File: src/rtl/monitor_timer.sv
// monitor_timer: measures the low and high phase durations of an on/off
// waveform in base_tempo units and publishes both counts on each falling edge.
module monitor_timer #(
    parameter int unsigned LARGURA = 5
) (
    input  logic               clk,
    input  logic               rst,
    input  logic               base_tempo,
    input  logic               entrada,
    input  logic               limpar_estouro,
    output logic [LARGURA-1:0] intervalo_medido,
    output logic [LARGURA-1:0] tempo_medido,
    output logic               valido,
    output logic               estouro
);

    typedef enum logic [1:0] {
        ESPERA,
        BAIXO,
        ALTO
    } estado_t;

    localparam logic [LARGURA-1:0] MAXV = '1;

    estado_t            r_estado;
    logic               r_e_q;
    logic [LARGURA-1:0] r_cnt_baixo;
    logic [LARGURA-1:0] r_cnt_alto;

    logic               w_subida;
    logic               w_descida;
    logic [LARGURA-1:0] w_carga;
    logic               w_sat_baixo;
    logic               w_sat_alto;
    logic               w_set_estouro;

    // Edge detection against the registered sample; a tick on an edge cycle
    // belongs to the phase being entered, so the counter is loaded with it.
    always_comb begin
        w_subida      = entrada & ~r_e_q;
        w_descida     = ~entrada & r_e_q;
        w_carga       = LARGURA'(base_tempo);
        w_sat_baixo   = (r_estado == BAIXO) && !w_subida && base_tempo && (r_cnt_baixo == MAXV);
        w_sat_alto    = (r_estado == ALTO) && !w_descida && base_tempo && (r_cnt_alto == MAXV);
        w_set_estouro = w_sat_baixo | w_sat_alto;
    end

    // Registered sample of the input waveform.
    always_ff @(posedge clk or posedge rst) begin
        if (rst) begin
            r_e_q <= 1'b0;
        end else begin
            r_e_q <= entrada;
        end
    end

    // Phase state machine: counts units per phase and publishes on falling edge.
    always_ff @(posedge clk or posedge rst) begin
        if (rst) begin
            r_estado         <= ESPERA;
            r_cnt_baixo      <= '0;
            r_cnt_alto       <= '0;
            intervalo_medido <= '0;
            tempo_medido     <= '0;
            valido           <= 1'b0;
        end else begin
            valido <= 1'b0;
            case (r_estado)
                ESPERA: begin
                    if (w_descida) begin
                        r_estado    <= BAIXO;
                        r_cnt_baixo <= w_carga;
                        r_cnt_alto  <= '0;
                    end
                end
                BAIXO: begin
                    if (w_subida) begin
                        r_estado   <= ALTO;
                        r_cnt_alto <= w_carga;
                    end else if (base_tempo && (r_cnt_baixo != MAXV)) begin
                        r_cnt_baixo <= r_cnt_baixo + 1'b1;
                    end
                end
                ALTO: begin
                    if (w_descida) begin
                        intervalo_medido <= r_cnt_baixo;
                        tempo_medido     <= r_cnt_alto;
                        valido           <= 1'b1;
                        r_estado         <= BAIXO;
                        r_cnt_baixo      <= w_carga;
                        r_cnt_alto       <= '0;
                    end else if (base_tempo && (r_cnt_alto != MAXV)) begin
                        r_cnt_alto <= r_cnt_alto + 1'b1;
                    end
                end
                default: begin
                    r_estado <= ESPERA;
                end
            endcase
        end
    end

    // Sticky overflow flag; a new saturation in the clearing cycle wins.
    always_ff @(posedge clk or posedge rst) begin
        if (rst) begin
            estouro <= 1'b0;
        end else if (w_set_estouro) begin
            estouro <= 1'b1;
        end else if (limpar_estouro) begin
            estouro <= 1'b0;
        end
    end

endmodule

File: config.mk
export PLATFORM = sky130hd
export DESIGN_NAME = monitor_timer
export DESIGN_NICKNAME = d
export VERILOG_FILES = /design/src/rtl/monitor_timer.sv
export SDC_FILE = /design/constraint.sdc
export NUM_CORES = 1
export LEC_CHECK = 0
export BUFFER_PORTS_ARGS = -buffer_cell sky130_fd_sc_hd__buf_2
export CORE_MARGIN = 2
export CORE_UTILIZATION = 51
export DETAILED_ROUTE_END_ITERATION = 8
export PLACE_DENSITY = 0.85
export SYNTH_ARGS = -nofsm -noshare
export SYNTH_HDL_FRONTEND = slang
export SYNTH_SLANG_ARGS = --single-unit
File: constraint.sdc
create_clock -name clk -period 2 [get_ports clk]
set_input_delay 0.1 -clock clk [delete_from_list [all_inputs] [get_ports clk]]
set_output_delay 0.1 -clock clk [all_outputs]
set_load 0.05 [all_outputs]
==> results.txt, run 1 <==
status -> complete, no violations
Max IR drop VDD -> 1.06 mV
DR vias -> 1083
max-cap viol count -> 0
Gate Count Post-Synth -> 123
vias in the first global route -> 1032
Final Wtd Congestion -> 0.867
hold slack -> 0.132 ns
Post-synth top flop -> dfrtp_1
worst min-delay path class -> primary input to register
latest clock arrival within the worst-skew pair -> 0.34 ns
Multi-input gate area -> 713 µm²
layout cells sized above 1 -> 38.6%
drt via density -> 5.76
Pwr per Cell Area -> 1220 mW/mm²
Clock Pin Slew Worst Setup and Hold Paths -> 0.15 ns
Final Cycle Share -> 96.9%
slowest stage cell, crit path -> dfrtp_1
total CTS buffers -> 3
Worst path max stage delay -> 0.41 ns
DRT Pass-1 Iters -> 4
Sequential Area -> 626 µm²
crit start category -> register
CTS tree -> built
mapped cell area -> 0.00134 mm²
Post-Syn Nets -> 135
die span in y -> 55.3 µm
Layout Skew -> 0.00281 ns
Final Setup Violations -> 0
Post-synth EDFFs -> 0
RR Endpoint -> r_cnt_alto[3]
Hold Crit Depth -> 3
Arr. time, crit path -> 2.19 ns
# port buffers -> 16
post-DP HPWL -> 1970 µm
initial antenna violation count -> 0
headroom to the max-slew limit -> 74.7%
Root Driver -> clkbuf_4
n_diodes -> 0
top cells by area, synth -> dfrtp_1, ha_1, mux2_2
gr ovfl total -> 0
Clock Path Buffers -> 2
Post-Route Setup TNS -> 0 ns
GR Util All Layers -> 19.1%
HP Start -> base_tempo
fillers -> 191
Crit. End Element -> register
R2R depth -> 8
critical setup path kind -> register to register
# clock sinks -> 25
Final Routed Wirelength -> 3050 µm
# rows -> 18
initial core utilization -> 54.2%
Max FO, Critical Path -> 3
worst endpoint required time -> 2.25 ns
sequential fraction of the synthesis area -> 46.6%
DRC -> 0
leakage power -> 0.000826 µW
Final Hold Violating Endpoints -> 0
post-route ant nets -> 0
first-pass GRT wire length -> 4680 µm
largest net degree at the start of global routing -> 26
top-area cell type share of the netlist area -> 46.6%
DRT iter0 DRCs -> 34
io pins -> 17
fmax -> 516 MHz
reg2reg start -> r_cnt_alto[1]
DIE AREA -> 0.00306 mm²
Hold Crit Endpoint -> estouro
#FFs+latches synth -> 25
Yosys warnings -> 0
Syn Area/Cell -> 10.9 µm²
Layout area overhead -> 24.9%
Layout Nets -> 171
Max Slew Vio Count -> 0
die span in x -> 55.3 µm
area leader, netlist -> dfrtp_1
async set-reset flop share out of synthesis -> 100%
core area -> 0.00248 mm²
actual slew at the worst max-slew pin -> 0.380 ns
Synth cell types -> 38
drt wl/cell -> 16.2 µm
Final min period -> 1.94 ns
crit-path cells -> ha_2, and3_4, ha_4, nand2b_4, a211oi_4, buf_4, o311a_1, a211o_1
H-tree depth -> 1
r2r setup slk -> 0.06 ns
==> how the worst max path moves through the flow <==
stage                               from        endpoint  slack, ns  depth (start not counted)
after global placement     r_cnt_alto[0]   r_cnt_alto[0]       0.01                          7
after CTS                  r_cnt_alto[0]   r_cnt_alto[0]      0.004                          7
after detailed placement  r_cnt_baixo[0]  r_cnt_baixo[4]      -0.09                          7
final                      r_cnt_alto[1]   r_cnt_alto[3]       0.06                          8
after global routing       r_cnt_alto[1]   r_cnt_alto[3]      -0.02                          8
after floorplan            r_cnt_alto[0]   r_cnt_alto[0]       0.01                          7
==> cell type report <==
type / count / share of cell area, %
well taps: 30 / 2.24
inverters: 11 / 2.46
multi-input cells: 83 / 42.5
clock buffers: 3 / 1.34
clock inverters: 1 / 0.447
flip-flops and latches: 25 / 37.3
repair buffers: 35 / 13.7
==> critical path, delay by kind of cell (launching register included) <==
family / cells / cell delay [ns]
compound gates: 3 / 0.60
fa+ha+maj: 2 / 0.33
buf+inv: 1 / 0.15
flops: 1 / 0.41
simple gates: 2 / 0.34
==> metrics by stage <==
| step | power (µW) | util (%) | instance area (µm²) | worst slack, ns | std cells |
|---|---|---|---|---|---|
| global route | 2170 | 67.7 | 1680 | -0.0171 | 188 |
| floorplan | 1400 | - | 1340 | 0.0126 | 123 |
| CTS | 1940 | 64.4 | 1600 | 0.00392 | 184 |
| global placement | 1610 | 61.1 | 1510 | 0.00958 | 177 |
| finish | 2050 | 67.7 | 1680 | 0.0613 | 188 |
| detailed placement | 1660 | 61.1 | 1510 | -0.0949 | 177 |
==> sequential cells by signal, summed over array words and instances, names as in the netlist <==
| name | cells |
|---|---|
| estouro | 1 |
| r_estado | 2 |
| r_e_q | 1 |
| intervalo_medido | 5 |
| tempo_medido | 5 |
| r_cnt_alto | 5 |
| valido | 1 |
| r_cnt_baixo | 5 |
==> cell usage in the layout, fill, tap and decap left out, types with 3 or more instances in the layout <==
cell           instances
dfrtp_1               25
buf_2                 16
buf_4                 16
inv_1                 11
nand2_1               11
mux2_2                 6
o21ai_0                5
ha_2                   5
mux2i_1                4
a21oi_1                4
nand3b_1               3
nor2_1                 3
and3_1                 3
nand3_1                3
clkbuf_4               3
dlygate4sd3_1          3
==> where the power goes <==
group | internal (µW) | switching, µW
clock network | 77.0 | 176
registers | 608 | 73.0
logic | 451 | 666
total | 1140 | 914
==> timing repair <==
action	4_1_cts	5_1_grt
gates resized for setup	4	11
endpoints found under the hold margin	27	0
pin swaps	2	4
hold buffers	3	0
cloned	0	0
setup buffers	0	4
setup endpoints to repair	8	10
==> synth_stat cells (2+ instances only) <==
cell	instances
nand3b_1	3
o32ai_1	2
mux2_2	6
o21ai_0	5
nand2b_1	4
or3_1	2
ha_1	7
nand3_1	3
nand2_1	11
dfrtp_1	25
mux2i_1	4
nor2_1	3
and3_1	4
a211oi_2	2
o22ai_1	2
a31oi_1	2
a21oi_1	4
buf_6	3
or2_1	2
inv_1	11
==> routing by layer <==
metal  track usage (%)  vias up  part of all wire [%]
li1                  -      513                     -
met1              23.7      535                    42
met2              33.5       28                    53
met3              2.81        7                   3.0
met4              7.32        0                   2.2
met5                 0        -                     0
==> kinds of logic (layout without fill, tap and decap cells) <==
| group | count (synthesis) | after routing | share of synthesized area, % |
|---|---|---|---|
| and+or+nand+nor | 38 | 38 | 17.1 |
| AOI/OAI and AO/OA | 27 | 27 | 15.0 |
| DFF | 25 | 25 | 46.6 |
| buffers and inverters | 15 | 50 | 5.96 |
| muxes | 11 | 11 | 8.85 |
| adders and majority gates | 7 | 7 | 6.52 |
Note: power is estimated with default switching activity, not from simulation.
==> run 2: changes to the inputs <==
CORE_MARGIN = 4   (was 2)
==> run 2 against run 1 <==
Final area is 2.5% lower. Critical path depth unchanged. Die area rose by 15%. Largest power group unchanged. Highest routed layer unchanged. Critical path type unchanged. Register-to-register slack hardly changed. Critical endpoint unchanged. Sequential cell count did not move. Final cell count decreased by 1.6%. Global-route usage decreased by 2.5 points. Sequential share of layout area is 0.94 points higher.
==> results.txt, run 2 (same netlist as run 1, synthesis figures left out) <==
critical setup path kind -> register to register
Final Setup Violations -> 0 (unchanged)
Clock power frac -> 12.2% (about the same)
CP Buf/Inv Count -> 1 (unchanged)
first-pass GRT wire length -> 4420 µm (-5.5%)
worst min-delay path class -> primary input to register
n_diodes -> 0 (unchanged)
DP Worst Slack -> -0.0354 ns (+0.0595 ns)
Crit. End Element -> register
reg2reg start -> r_cnt_alto[0]
Layout area overhead -> 21.8%
Seq pwr share -> 34.8% (+1.6 points)
drt wl/cell -> 14.8 µm (-8.7%)
actual slew at the worst max-slew pin -> 0.400 ns (+0.0204 ns)
RR Endpoint -> r_cnt_alto[3]
CTS tree -> built
crit start category -> register
slowest stage cell, crit path -> dfrtp_1
leakage power -> 0.000813 µW (-1.6%)
worst endpoint required time -> 2.23 ns (-0.02 ns)
total CTS buffers -> 3 (unchanged)
Clock Path Buffers -> 2 (unchanged)
HP Start -> base_tempo
# rows -> 18 (unchanged)
Max FO, Critical Path -> 3 (unchanged)
Max IR drop VDD -> 0.729 mV (-31%)
die span in x -> 59.3 µm (+7.2%)
H-tree depth -> 1 (unchanged)
sw power -> 848 µW (-7.2%)
leading cell types in the layout, fill and taps excluded -> dfrtp_1, buf_2, buf_4
Hold Crit Depth -> 3 (unchanged)
die span in y -> 59.3 µm (+7.2%)
Final Wtd Congestion -> 0.884 (+1.9%)
largest net degree at the start of global routing -> 26 (unchanged)
Layout Nets -> 168 (-1.8%)
gr ovfl total -> 0 (unchanged)
fmax -> 513 MHz (-0.53%)
r2r setup slk -> 0.05 ns (about the same)
initial antenna violation count -> 0 (unchanged)
CP delay by family, top -> compound AO/OA/AOI/OAI gates
Pwr per Cell Area -> 1190 mW/mm² (-3.0%)
drt via density -> 5.76 (about the same)
total power -> 1940 µW (-5.4%)
DRT iter0 DRCs -> 19 (-44%)
Final Cycle Share -> 97.5% (+0.52 points)
Final min period -> 1.95 ns (+0.0104 ns)
io pins -> 17 (unchanged)
switch share -> 43.7% (-0.88 points)
# clock sinks -> 25 (unchanged)
DRT Pass-1 Iters -> 5 (+1)
# port buffers -> 16 (unchanged)
DRC -> 0 (unchanged)
latest clock arrival within the worst-skew pair -> 0.33 ns (about the same)
combinational share of power -> 53.0% (-1.5 points)
status -> complete, no violations
Max Slew Vio Count -> 0 (unchanged)
crit-path cells -> ha_2, and3_4, ha_4, nand2b_4, a211oi_4, buf_4, o311a_1, a211o_1
Clock Pin Slew Worst Setup and Hold Paths -> 0.14 ns (about the same)
post-route ant nets -> 0 (unchanged)
Worst path max stage delay -> 0.41 ns (about the same)
layout cells sized above 1 -> 35.5% (-3.1 points)
headroom to the max-slew limit -> 73.3% (-1.4 points)
GR Util All Layers -> 16.6% (-2.5 points)
vias in the first global route -> 1071 (+3.8%)
RSZ-0062 raised after global routing -> yes
most common cell after layout, fill and taps aside -> dfrtp_1
post-DP HPWL -> 2030 µm (+2.8%)
Final Hold Violating Endpoints -> 0 (unchanged)
Layout Skew -> 0.00787 ns (+0.00505 ns)
R2R depth -> 8 (unchanged)
initial core utilization -> 53.8% (-0.49 points)
DR vias -> 1065 (-1.7%)
Root Driver -> clkbuf_4
max-cap viol count -> 0 (unchanged)
Final Routed Wirelength -> 2740 µm (-10%)
core area -> 0.00250 mm² (+0.91%)
Setup WS post-layout -> 0.0509 ns (-0.0104 ns)
Hold Crit Endpoint -> estouro
Arr. time, crit path -> 2.18 ns (about the same)
DIE AREA -> 0.00352 mm² (+15%)
internal power -> 1090 µW (-3.9%)
run 2: changes by cell type in the layout (fill, tap and decap cells not counted), sizes merged:
cell  delta
buf      -3
run 2: worst max-delay path by stage:
stage                   start              to  cells past startpoint  slack, ns
6_report        r_cnt_alto[0]   r_cnt_alto[3]                      8       0.05
5_1_grt         r_cnt_alto[0]   r_cnt_alto[3]                      8      -0.01
4_1_cts        r_cnt_baixo[0]  r_cnt_baixo[0]                      7       0.02
3_5_place_dp    r_cnt_alto[0]   r_cnt_alto[0]                      7      -0.04
3_3_place_gp   r_cnt_baixo[0]  r_cnt_baixo[4]                      7       0.05
2_1_floorplan   r_cnt_alto[0]   r_cnt_alto[0]                      7       0.01
run 2: timing repair:
item,4_1_cts,5_1_grt
endpoints found under the hold margin,27,0
pin swaps,3,4
buffers inserted,0,1
resized for setup,4,7
cloned,0,0
endpoints found under the setup margin,6,9
hold buffers,3,0
run 2: tightest hold or removal path: stages:
cell     delay [ns]
buf_2          0.13
inv_1          0.11
o32ai_1        0.10
run 2: area by class of cell:
cell class              instances  area [µm²]
well taps                      30        37.5
flip-flops and latches         25         626
inverters                      11        41.3
repair buffers                 32         208
clock buffers                   3        22.5
multi-input cells              83         694
fillers                       180         863
clock inverters                 1        7.51
run 2: power by group through the flow:
| stage | combinational [µW] | clock (µW) | sequential (µW) |
|---|---|---|---|
| floorplan | 556 | 0 | 847 |
| global placement | 936 | 0 | 675 |
| detailed placement | 969 | 0 | 684 |
| CTS | 1000 | 244 | 675 |
| global route | 1110 | 262 | 687 |
| finish | 1030 | 237 | 675 |
run 2: metal layers:
| layer | vias to the layer above | global-route usage, % | wire length, µm |
|---|---|---|---|
| met5 | - | 0 | 0 |
| met4 | 0 | 9.06 | 82 |
| met3 | 13 | 4.36 | 117 |
| met2 | 33 | 30.1 | 1420 |
| met1 | 510 | 17.2 | 1120 |
| li1 | 509 | - | - |
run 2: through the flow:
step / instances / utilization, % / hold WS, ns / setup TNS [ns] / cell area, µm²
after global placement: 177 / 60.5 / 0.154 / 0 / 1510
after detailed placement: 177 / 60.5 / 0.170 / -0.0585 / 1510
after floorplan: 123 / - / 0.127 / 0 / 1340
after global routing: 185 / 65.5 / 0.150 / -0.0173 / 1640
final: 185 / 65.5 / 0.140 / 0 / 1640
after CTS: 184 / 63.7 / 0.140 / 0 / 1590
==> run 3: changes to the inputs <==
==> constraint.sdc (replaced) <==
create_clock -name clk -period 2 [get_ports clk]
set_input_delay 0.5 -clock clk [delete_from_list [all_inputs] [get_ports clk]]
set_output_delay 0.5 -clock clk [all_outputs]
set_load 0.05 [all_outputs]
==> run 3 against run 2 <==
Clock power barely moved. Combinational power increased by 9%. Final cell count up 0.54%. Clock skew shrank 0.0063 ns. Sequential power barely moved. Routed wire length rose by 11%. Die area did not move. Via count increased by 2.1%. Maximum frequency fell by 0.18%. Non-clock buffer count grew 1. Setup slack worse by 0.0035 ns. Sequential cell count unchanged.
==> results.txt, run 3 (same netlist as run 1, synthesis figures left out) <==
status -> complete, no violations
fin cells -> 186 (+0.54%)
drt via density -> 5.84 (+1.5%)
io pins -> 17 (unchanged)
# rows -> 18 (unchanged)
total CTS buffers -> 3 (unchanged)
CTS tree -> built
largest net degree at the start of global routing -> 26 (unchanged)
Multi-input gate area -> 717 µm² (+3.2%)
fin util -> 66.4% (+0.90 points)
Pwr per Cell Area -> 1230 mW/mm² (+3.5%)
layout cells sized above 1 -> 41.0% (+5.5 points)
core area -> 0.00250 mm² (unchanged)
DRT iter0 DRCs -> 26 (+7)
leakage power -> 0.000813 µW (about the same)
DIE AREA -> 0.00352 mm² (unchanged)
r2r setup slk -> 0.05 ns (about the same)
DRT Pass-1 Iters -> 6 (+1)
Layout Skew -> 0.00156 ns (-0.00631 ns)
headroom to the max-slew limit -> 75.6% (+2.3 points)
DR vias -> 1087 (+2.1%)
n_diodes -> 0 (unchanged)
R2R depth -> 8 (unchanged)
die span in y -> 59.3 µm (unchanged)
Clock Path Buffers -> 2 (unchanged)
hold buffer count at cts -> 0 (-3)
Final Routed Wirelength -> 3050 µm (+11%)
fillers -> 182 (+1.1%)
Sequential Area -> 626 µm² (unchanged)
total power -> 2040 µW (+4.9%)
crit start category -> register
Final Cycle Share -> 97.6% (+0.18 points)
gr ovfl total -> 0 (unchanged)
reg2reg start -> r_cnt_alto[1]
# clock sinks -> 25 (unchanged)
Layout Nets -> 169 (+0.60%)
Final Setup Violations -> 0 (unchanged)
Inst Count DP -> 177 (unchanged)
initial antenna violation count -> 0 (unchanged)
worst endpoint required time -> 2.22 ns (about the same)
Arr. time, crit path -> 2.17 ns (about the same)
Final min period -> 1.95 ns (+0.00354 ns)
most common cell after layout, fill and taps aside -> dfrtp_1
Max IR drop VDD -> 0.834 mV (+14%)
initial core utilization -> 53.8% (unchanged)
worst min-delay path class -> primary input to asynchronous set/reset pin
critical setup path kind -> register to register
# port buffers -> 16 (unchanged)
latest clock arrival within the worst-skew pair -> 0.31 ns (-0.02 ns)
first-pass GRT wire length -> 4890 µm (+10%)
drt wl/cell -> 16.4 µm (+11%)
max-cap viol count -> 0 (unchanged)
fmax -> 512 MHz (-0.18%)
GR Util All Layers -> 18.1% (+1.4 points)
Final Hold Violating Endpoints -> 0 (unchanged)
Root Driver -> clkbuf_4
Max Slew Vio Count -> 0 (unchanged)
die span in x -> 59.3 µm (unchanged)
RR Endpoint -> r_cnt_alto[3]
vias in the first global route -> 1066 (-0.47%)
Crit. End Element -> register
Max FO, Critical Path -> 3 (unchanged)
DRC -> 0 (unchanged)
actual slew at the worst max-slew pin -> 0.364 ns (-0.0364 ns)
post-DP HPWL -> 2160 µm (+6.6%)
Post-Route Setup TNS -> 0 ns (unchanged)
Final Wtd Congestion -> 0.882 (-0.17%)
Layout area overhead -> 23.5%
post-route ant nets -> 0 (unchanged)
Clock Pin Slew Worst Setup and Hold Paths -> 0.15 ns (about the same)
H-tree depth -> 1 (unchanged)
leading cell types in the layout, fill and taps excluded -> dfrtp_1, buf_4, buf_2
==> run 3: cell count changes in the layout (fill, tap and decap cells not counted), moves of 2 or more <==
cell,previous run,this run
buf_4,13,17
dlygate4sd3_1,3,0
ha_1,3,1
ha_2,3,5
==> run 3: worst max-delay path, cell delays in order (launching register included) <==
cell,delay (ns)
dfrtp_1,0.41
ha_2,0.21
and3_4,0.20
ha_4,0.12
nand2b_4,0.14
a211oi_4,0.08
buf_4,0.15
o311a_1,0.32
a211o_1,0.22
==> run 3: worst max-delay path by stage <==
stage,depth (start not counted),slack [ns],startpoint,endpoint
global placement,7,0.05,r_cnt_baixo[0],r_cnt_baixo[4]
floorplan,7,0.01,r_cnt_alto[0],r_cnt_alto[0]
global route,6,-0.01,r_estado[0],r_cnt_baixo[1]
CTS,7,0.006,r_cnt_baixo[0],r_cnt_baixo[4]
finish,8,0.05,r_cnt_alto[1],r_cnt_alto[3]
detailed placement,7,-0.07,r_cnt_alto[0],r_cnt_alto[0]
==> run 3: what timing repair did <==
action	in CTS	in global routing
endpoints found under the setup margin	9	9
gates cloned	0	0
buffers inserted	0	5
pin swaps	3	7
gates resized for setup	7	11
==> run 3: final cells by class <==
cell class / count / area share, %
multi-input cells: 83 / 43.2
flip-flops and latches: 25 / 37.7
repair buffers: 33 / 12.5
inverters: 11 / 2.49
well taps: 30 / 2.26
clock buffers: 3 / 1.36
clock inverters: 1 / 0.452
==> run 3: power by group <==
part           switching, µW  internal, µW  total (µW)
sequential              70.7           608         678
combinational            669           450        1120
clock                    162          76.2         238
total                    901          1130        2040
==> run 3: routing by layer <==
metal	routed length, µm	track usage [%]	vias to the layer above
li1	-	-	508
met1	1240	20.4	543
met2	1670	34.6	32
met3	109	3.27	4
met4	30	3.88	0
met5	0	0	-
==> run 3: through the flow <==
| stage | hold slack, ns | setup WS, ns | instance area [µm²] |
|---|---|---|---|
| floorplan | 0.463 | 0.0126 | 1340 |
| global placement | 0.464 | 0.0490 | 1510 |
| detailed placement | 0.470 | -0.0676 | 1510 |
| CTS | 0.205 | 0.00552 | 1580 |
| global route | 0.212 | -0.0121 | 1660 |
| finish | 0.199 | 0.0474 | 1660 |
